<file path="src/rtl/pipe_hazard_ctl.sv">
// Pipeline hazard controller: turns per-stage stall, flush and multi-cycle hold
// requests into stall/flush strobes, tracks per-stage valid bits and counts stall/flush cycles.
module pipe_hazard_ctl #(
   parameter int NUM_STAGES = 5,
   parameter int CNT_W      = 32,
   parameter int HOLD_W     = 4,
   localparam int SEL_W     = (NUM_STAGES > 1) ? $clog2(NUM_STAGES) : 1
) (
   input  logic                  clk,
   input  logic                  reset,
   input  logic                  global_stall,
   input  logic [NUM_STAGES-1:0] stall_req,
   input  logic [NUM_STAGES-1:0] flush_req,
   input  logic                  hold_req,
   input  logic [HOLD_W-1:0]     hold_cycles,
   input  logic [SEL_W-1:0]      hold_stage,
   input  logic                  valid_in,
   input  logic                  clr_cnt,
   output logic [NUM_STAGES-1:0] stall,
   output logic [NUM_STAGES-1:0] flush,
   output logic [NUM_STAGES-1:0] valid,
   output logic                  hold_busy,
   output logic [CNT_W-1:0]      stall_cnt,
   output logic [CNT_W-1:0]      flush_cnt
);

   logic [HOLD_W-1:0]     holdCnt;
   logic [SEL_W-1:0]      holdStageQ;
   logic                  holdBusy;
   logic [NUM_STAGES-1:0] rawReq;
   logic [NUM_STAGES-1:0] unmasked;
   logic [NUM_STAGES-1:0] honoured;
   logic [NUM_STAGES-1:0] squash;
   logic [NUM_STAGES-1:0] bubble;
   logic [NUM_STAGES-1:0] stallInt;
   logic [NUM_STAGES-1:0] flushInt;
   logic [NUM_STAGES-1:0] nextValid;
   logic                  anyFlush;

   assign holdBusy  = (holdCnt != '0);
   assign hold_busy = holdBusy;

   always_comb begin
      rawReq = '0;
      for (int j = 0; j < NUM_STAGES; j++) begin
         rawReq[j] = stall_req[j] | (holdBusy & (holdStageQ == SEL_W'(j)));
      end
   end

   // A stall in any older stage backs up every younger stage behind it.
   always_comb begin
      logic acc;
      unmasked = '0;
      acc      = global_stall;
      for (int i = NUM_STAGES - 1; i >= 0; i--) begin
         acc         = acc | rawReq[i];
         unmasked[i] = acc;
      end
   end

   assign honoured = flush_req & ~unmasked;
   assign anyFlush = |honoured;

   always_comb begin
      logic acc;
      squash = '0;
      acc    = 1'b0;
      for (int i = NUM_STAGES - 1; i >= 0; i--) begin
         squash[i] = acc;
         acc       = acc | honoured[i];
      end
   end

   assign stallInt = unmasked & ~squash;

   // A moving stage directly downstream of a held stage must take in a bubble.
   always_comb begin
      bubble = '0;
      for (int i = 1; i < NUM_STAGES; i++) begin
         bubble[i] = stallInt[i-1] & ~unmasked[i];
      end
   end

   assign flushInt = squash | bubble;
   assign stall    = reset ? '0 : stallInt;
   assign flush    = reset ? '1 : flushInt;

   always_comb begin
      nextValid = '0;
      if (flushInt[0])
         nextValid[0] = 1'b0;
      else if (stallInt[0])
         nextValid[0] = valid[0];
      else
         nextValid[0] = valid_in;
      for (int i = 1; i < NUM_STAGES; i++) begin
         if (flushInt[i])
            nextValid[i] = 1'b0;
         else if (stallInt[i])
            nextValid[i] = valid[i];
         else
            nextValid[i] = valid[i-1];
      end
   end

   always_ff @(posedge clk or posedge reset) begin
      if (reset)
         valid <= '0;
      else
         valid <= nextValid;
   end

   // Requests arriving while a hold is running, or with a zero length, are dropped.
   always_ff @(posedge clk or posedge reset) begin
      if (reset) begin
         holdCnt    <= '0;
         holdStageQ <= '0;
      end else if (holdBusy) begin
         holdCnt <= holdCnt - HOLD_W'(1);
      end else if (hold_req && (hold_cycles != '0)) begin
         holdCnt    <= hold_cycles;
         holdStageQ <= hold_stage;
      end
   end

   always_ff @(posedge clk or posedge reset) begin
      if (reset) begin
         stall_cnt <= '0;
         flush_cnt <= '0;
      end else if (clr_cnt) begin
         stall_cnt <= '0;
         flush_cnt <= '0;
      end else begin
         if (stallInt[0] && (stall_cnt != '1))
            stall_cnt <= stall_cnt + CNT_W'(1);
         if (anyFlush && (flush_cnt != '1))
            flush_cnt <= flush_cnt + CNT_W'(1);
      end
   end

endmodule

</file>
<file path="config.mk">
export PLATFORM = sky130hd
export DESIGN_NAME = pipe_hazard_ctl
export DESIGN_NICKNAME = d
export VERILOG_FILES = /design/src/rtl/pipe_hazard_ctl.sv
export SDC_FILE = /design/constraint.sdc
export NUM_CORES = 1
export LEC_CHECK = 0
export ABC_CLOCK_PERIOD_IN_PS = 2470
export BUFFER_PORTS_ARGS = -buffer_cell sky130_fd_sc_hd__buf_2
export CAP_MARGIN = 15
export CELL_PAD_IN_SITES_DETAIL_PLACEMENT = 2
export CELL_PAD_IN_SITES_GLOBAL_PLACEMENT = 2
export CORE_MARGIN = 3
export CORE_UTILIZATION = 29
export DETAILED_ROUTE_END_ITERATION = 8
export PLACE_DENSITY = 0.84
export SYNTH_ARGS = -nofsm -noshare
export SYNTH_HDL_FRONTEND = slang
export SYNTH_SLANG_ARGS = --single-unit
</file>
<file path="constraint.sdc">
create_clock -name clk -period 2.47 [get_ports clk]
set_clock_uncertainty 0.2 [all_clocks]
set_input_delay 0.247 -clock clk [delete_from_list [all_inputs] [get_ports clk]]
set_output_delay 0.247 -clock clk [all_outputs]
set_load 0.01 [all_outputs]
</file>
==> results.txt, run 1 <==
Status = complete, but fails checks
Failing checks = setup timing
Routability Congestion = 0.845
Die Wd = 130 µm
Synthesis Warnings = 0
Via count = 5573
Worst reg-to-reg path cell count = 14
Met3 wire length = 1020 µm
CTS Sinks = 76
Fmax = 345 MHz
Final Cell Area = 0.00761 mm²
Worst Hold Class = input port to register
# IOs = 103
Tcrit/Tclk final = 1.17
Later-pin clock latency in the skew report = 0.35 ns
Deepest clock path buffer count = 2
Dpl cell area = 0.00583 mm²
Worst-path cell chain = inv_2 > ha_4 > nor3b_4 > buf_4 > o221ai_4 > or2_4 > buf_6 > a22o_1 > nand2_1 > nand2_1 > buf_2
Post-DP HPWL = 13000 µm
Commonest non-fill, non-tap cell in the layout = buf_2
Drt first pass iters = 5
Nets@finish = 756
Setup TNS = -20.39 ns
ANT nets after route = 0
Synth async-reset ratio = 1.00
Util after Layout = 0.514
Top FF cell, synth = dfrtp_1
Most frequent cells in the layout = 102 x buf_2, 100 x buf_4, 76 x dfrtp_1, 49 x a21oi_2, 28 x nand2_1
Grt total ovfl = 0
Clock power frac = 0.312
Sequential share of power = 0.299
CP Max Fanout = 3
Vias per inst = 6.06
# setup viols final = 75
Initial antenna violation count = 1
VDD IR max = 279 µV
Power per cell area = 614 mW/mm²
Placed instance count = 847
CP Launch Point = holdCnt[1]$_DFFE_PP0P_
Top Layer Used = met4
Vias in the first global route = 6031
Critical Path Start Type = register
Unique masters post-synth = 64
Met2 routed WL = 14300 µm
Final Hold Viols = 0
Critical path class = register to output port
Multi-input gate area = 0.00322 mm²
Post-Syn Instances = 496
Total power = 0.00467 W
Sequential area share after synthesis = 0.424
CP delay by family, top = simple AND/OR/NAND/NOR gates
Sw power = 0.00164 W
Htree depth = 3
Register area = 0.00190 mm²
Average size of a mapped cell = 9.05 µm²
RSZ-0062 raised after global routing = true
Synthesized cell area = 0.00449 mm²
Total GRT Usage = 0.266
Final min period = 2.90 ns
Area growth, synth to finish = 69.5%
Required time of the worst setup path = 2.02 ns
Filler cells = 1519
Clock root buffer = clkbuf_16
Crit path largest cell delay = 0.41 ns
Sw Share = 0.351
Post-Syn Nets = 523
Residual DRC = 0
EDFF count, synth = 0
Setup crit end kind = output port
R2r setup slk = -0.40 ns
Reg-to-Reg End = stall_cnt[29]$_DFFE_PP0P_
Non-filler cells, final = 919
Critical Path Sink = flush[3]
Starting density of the core = 0.303
# rows = 44
1st-iter DRT viols = 344
Met1 WL = 10400 µm
Hold Crit Depth = 3
IO buf count = 102
Die Height = 130 µm
Final WL = 26800 µm
Critical path arrival = 2.45 ns
Critical path's slowest cell = dfrtp_1
Share of cells above drive strength 1 = 0.572
Measured slew at the worst slew-check pin = 0.915 ns
Final Max Slew Viols = 0
Power Internal = 0.00303 W
Max cap viols = 0
Area of the die = 0.0170 mm²
Clock-pin slew on the worst setup and hold paths = 0.07 ns
First-pass GRT wire length = 35100 µm
CP Buf/Inv Count = 4
CP most frequent cell = nand2_1
Critical Path Stages = 11
R2r startpoint = holdCnt[1]$_DFFE_PP0P_
CTS buffer count = 9
Largest net degree at the start of global routing = 42
FF+latch count, synth = 76
CTS tree = built
P_leak = 3.27 nW
Slew HR = 0.390
Combinational Power Share = 0.389
Core area = 0.0148 mm²
Setup ws final = -0.427 ns
Drt wl/cell = 29.1 µm
## sequential cells by signal, summed over array words and instances (netlist names)
register	flops
holdStageQ	3
stall_cnt	32
flush_cnt	32
valid	5
holdCnt	4
## metal layers
metal | GRT usage | vias to the layer above
met5 | 0 | -
met3 | 0.0516 | 84
li1 | - | 2365
met4 | 0.0986 | 0
met1 | 0.302 | 2909
met2 | 0.495 | 215
## tightest hold or removal path, stage by stage
cell and delay [ns]:
buf_2 0.14, nand3_1 0.08, o21ai_1 0.07
## final cells by class
cell class | count | area share
multi-input combinational | 384 | 0.423
sequential | 76 | 0.250
timing repair buffer | 244 | 0.248
clock buffer | 12 | 0.0337
tap | 184 | 0.0303
inverter | 14 | 0.00839
clock inverter | 4 | 0.00625
antenna | 1 | 0.000329
## stage by stage
stage	worst slack, ns	hold WS, ns
CTS	-0.270	0.0563
floorplan	-0.0533	0.164
global placement	-0.116	0.271
detailed placement	-0.343	0.285
finish	-0.427	0.0277
global route	-0.584	0.0481
## power groups by stage
stage	registers, W	logic (W)	clock network, W
floorplan	0.00142	0.000479	0
global placement	0.00140	0.000925	0
detailed placement	0.00141	0.00100	0
CTS	0.00139	0.00145	0.00143
global route	0.00141	0.00191	0.00154
finish	0.00140	0.00182	0.00146
## worst min-delay path by stage
stage | startpoint | end | slack (ns)
after global routing | valid_in | valid[0]$_DFFE_PP0P_ | 0.05
after detailed placement | hold_stage[2] | holdStageQ[2]$_DFFE_PP0P_ | 0.28
after global placement | hold_stage[0] | holdStageQ[0]$_DFFE_PP0P_ | 0.27
final | hold_req | holdCnt[2]$_DFFE_PP0P_ | 0.03
after floorplan | hold_stage[0] | holdStageQ[0]$_DFFE_PP0P_ | 0.16
after CTS | valid_in | valid[0]$_DFFE_PP0P_ | 0.06
## synth_stat cells (8+ instances only)
cell type / count / share of area
nor2b_1: 8 / 0.011
mux2_2: 8 / 0.020
nand3_1: 27 / 0.030
dfrtp_1: 76 / 0.42
nor3_1: 8 / 0.0089
clkbuf_1: 13 / 0.011
or4_1: 22 / 0.037
nor2_1: 31 / 0.026
a21oi_1: 57 / 0.064
o21ai_0: 34 / 0.038
nor4_1: 9 / 0.013
inv_1: 13 / 0.011
or3_1: 33 / 0.046
o31ai_1: 23 / 0.038
nand2_1: 30 / 0.025
nand4_1: 19 / 0.026
## logic make-up after synthesis
kind of cell | share of synthesized area
AOI/OAI and AO/OA | 0.198
xor gates and xnor gates | 0.00586
muxes | 0.0268
DFF | 0.424
and+or+nand+nor | 0.295
adders and majority gates | 0.0112
buffers and inverters | 0.0393
## timing repair
item	CTS	global route
pin swaps	45	48
gates cloned	5	4
endpoints found under the hold margin	40	0
setup buffers	22	18
resized for setup	102	113
hold buffers	7	0
endpoints found under the setup margin	75	79
No activity file was read; power rests on OpenSTA's default activity.
==> run 2, diff against run 1 <==
ABC_AREA = 1   (was default)
CORE_UTILIZATION = 28   (was 29)
PLACE_DENSITY = 0.86   (was 0.84)
==> results.txt, run 2 <==
Critical path arrival = 2.65 ns (+0.20 ns)
Measured slew at the worst slew-check pin = 0.864 ns (-0.0506 ns)
Tcrit/Tclk final = 1.03 (-0.139)
Multi-input gate area = 0.00352 mm² (+9.3%)
Total power = 0.00421 W (-9.9%)
Final Max Slew Viols = 0 (unchanged)
Residual DRC = 0 (unchanged)
Sequential share of power = 0.334 (+0.035)
Reg-to-Reg End = stall_cnt[13]$_DFFE_PP0P_
Worst Hold Class = input port to register
Final Cell Area = 0.00768 mm² (+1.0%)
Largest regs = flush_cnt x32, stall_cnt x32, valid x5
Adder-cell area share of the yosys netlist = 0.00924 (-0.00191)
Setup ws final = -0.0847 ns (+0.342 ns)
Commonest non-fill, non-tap cell in the layout = nand2_1
Critical Path Start Type = register
Sw power = 0.00143 W (-13%)
CP Max Fanout = 8 (+5)
Fmax = 391 MHz (+13%)
Hold Crit Depth = 3 (unchanged)
Clock-pin slew on the worst setup and hold paths = 0.07 ns (about the same)
EDFF count, synth = 0 (unchanged)
Vias in the first global route = 6511 (+8.0%)
Hold endpoint = holdCnt[0]$_DFFE_PP0P_
Unique masters post-synth = 35 (-45%)
CP Launch Point = stall_cnt[17]$_DFFE_PP0P_
Final min period = 2.55 ns (-0.342 ns)
RSZ-0062 raised after global routing = true
Drt first pass iters = 5 (unchanged)
P_leak = 3.78 nW (+16%)
Synthesized cell area = 0.00542 mm² (+21%)
Slew HR = 0.423 (+0.0329)
Mux cell area share after synthesis = 0 (-0.0268)
Setup TNS = -1.58 ns (+18.81 ns)
Worst reg-to-reg path cell count = 10 (-4)
Synth Area in XOR/XNOR = 0.0825 (+0.0766)
Antenna diode count = 0 (-1)
Simple-Gate Fraction of Synth Area = 0.442 (+0.147)
Sequential area share after synthesis = 0.351 (-0.0726)
Top FF cell, synth = dfrtp_1
# IOs = 103 (unchanged)
CTS buffer count = 9 (unchanged)
R2r startpoint = stall_cnt[17]$_DFFE_PP0P_
1st-iter DRT viols = 291 (-15%)
HP Start = hold_cycles[0]
R2r setup slk = -0.08 ns (+0.32 ns)
Power Internal = 0.00278 W (-8.4%)
Top cells by area in the synthesized netlist = dfrtp_1 35%, nand2_1 16%, nand3_1 8.2%, nor2_1 7.0%, inv_1 5.7%
Largest family of logic cells by synthesized area = simple AND/OR/NAND/NOR gates
Dpl cell area = 0.00634 mm² (+8.8%)
Yosys top cell by area = dfrtp_1
Sw Share = 0.340 (-0.0110)
Area growth, synth to finish = 41.9%
Top cells by count, synth = 232 x nand2_1, 101 x nor2_1, 89 x nand3_1, 82 x inv_1, 76 x dfrtp_1
Largest net degree at the start of global routing = 39 (-7.1%)
Status = complete, but fails checks
Most frequent cells in the layout = 202 x nand2_1, 100 x buf_2, 98 x nor2_1, 76 x dfrtp_1, 74 x inv_1
Compound-cell area share of the yosys netlist = 0.0247 (-0.173)
Post-DP HPWL = 15500 µm (+19%)
CTS Sinks = 76 (unchanged)
Synthesis Warnings = 0 (unchanged)
Core area = 0.0188 mm² (+27%)
# rows = 50 (+14%)
Vias per inst = 5.22 (-14%)
Required time of the worst setup path = 2.57 ns (+0.55 ns)
FF+latch count, synth = 76 (unchanged)
Via count = 6352 (+14%)
# setup viols final = 34 (-55%)
Critical path class = register to register
Final Hold Viols = 0 (unchanged)
Combinational Power Share = 0.312 (-0.077)
Failing checks = setup timing
Nets@finish = 980 (+30%)
Register area = 0.00190 mm² (unchanged)
Power per cell area = 548 mW/mm² (-11%)
Setup crit end kind = register
Post-place setup slack = -0.106 ns (+0.237 ns)
Clock root buffer = clkbuf_16
Area of the die = 0.0210 mm² (+24%)
Grt total ovfl = 0 (unchanged)
Deepest clock path buffer count = 2 (unchanged)
ANT nets after route = 0 (unchanged)
Top-count cell post-synth = nand2_1
Routability Congestion = 0.880 (+4.2%)
Filler cells = 2154 (+42%)
Final WL = 26700 µm (-0.25%)
Initial antenna violation count = 0 (-1)
Average size of a mapped cell = 6.82 µm² (-25%)
Die Height = 145 µm (+11%)
Starting density of the core = 0.288 (-0.0154)
Util after Layout = 0.408 (-0.106)
Post-Syn Nets = 821 (+57%)
Die Wd = 145 µm (+11%)
Share of the synthesized area in the top cell type = 0.351 (-0.0726)
IO buf count = 102 (unchanged)
Drt wl/cell = 21.9 µm (-25%)
CTS tree = built
Share of cells above drive strength 1 = 0.297 (-0.275)
Later-pin clock latency in the skew report = 0.36 ns (about the same)
Total GRT Usage = 0.209 (-0.0577)
VDD IR max = 298 µV (+6.7%)
Max cap viols = 0 (unchanged)
Clock power frac = 0.354 (+0.042)
Post-Syn Instances = 794 (+60%)
Htree depth = 3 (unchanged)
Synth async-reset ratio = 1.00 (unchanged)
First-pass GRT wire length = 36200 µm (+3.3%)
[run 2: cell types whose count changed after synthesis, sizes merged, moves of 28 or more]
cell | before | now
inv | 14 | 86
a21oi | 58 | 6
xor2 | 2 | 30
nand2 | 31 | 241
nand4 | 19 | 47
or3 | 34 | 0
nor2 | 32 | 107
nand3 | 27 | 93
o21ai | 36 | 7
[run 2: through the flow]
stage	std cells	hold slack, ns
after CTS	1193	0.0453
after global placement	1156	0.264
after detailed placement	1156	0.277
final	1218	0.0424
after floorplan	794	0.157
after global routing	1218	0.0465
[run 2: how the worst max path moves through the flow]
stage,endpoint,slack [ns]
2_1_floorplan,flush[2],0.22
3_5_place_dp,flush_cnt[17]$_DFFE_PP0P_,-0.11
4_1_cts,flush[3],-0.03
5_1_grt,flush[2],-0.24
3_3_place_gp,stall_cnt[15]$_DFFE_PP0P_,0.06
6_report,stall_cnt[13]$_DFFE_PP0P_,-0.08
[run 2: area by class of cell]
type,instances,share of cell area
Clock buffer,11,0.0316
Clock inverter,5,0.00977
Inverter,87,0.0433
Multi-Input combinational cell,606,0.458
Sequential cell,76,0.247
Tap cell,260,0.0423
Timing Repair Buffer,173,0.168
[run 2: cell families after synthesis]
logic type	after synthesis
simple gates	526
buf+inv	117
flops	76
xor+xnor	51
compound gates	20
fa+ha+maj	4
[run 2: power groups by stage]
stage | clock [W] | combinational [W] | sequential (W)
finish | 0.00149 | 0.00131 | 0.00140
global route | 0.00159 | 0.00143 | 0.00142
CTS | 0.00153 | 0.000982 | 0.00140
detailed placement | 0 | 0.000807 | 0.00141
global placement | 0 | 0.000762 | 0.00141
floorplan | 0 | 0.000526 | 0.00142
[run 2: repair_timing]
item	in CTS	in global routing
endpoints found under the hold margin	82	0
cloned	0	11
hold buffers	7	0
gates resized for setup	34	88
setup buffers	14	14
setup endpoints to repair	72	71
pin swaps	13	47
[run 2: layer usage]
layer | share of wire | routed length (µm) | vias to the layer above | GRT usage
met5 | 0 | 0 | - | 0
met4 | 0.025 | 677 | 0 | 0.0560
met3 | 0.045 | 1210 | 53 | 0.0262
met2 | 0.51 | 13500 | 191 | 0.363
met1 | 0.42 | 11300 | 3225 | 0.274
li1 | - | - | 2883 | -
[run 2: worst max-delay path, cell delays in order (launching register included)]
cell       delay, ns
dfrtp_1         0.51
nand2_1         0.18
nor2_1          0.28
nand2_1         0.17
nor4_1          0.27
nand2_1         0.19
nand3_4         0.18
buf_12          0.17
clkbuf_16       0.18
nand3_1         0.09
nand2_2         0.08
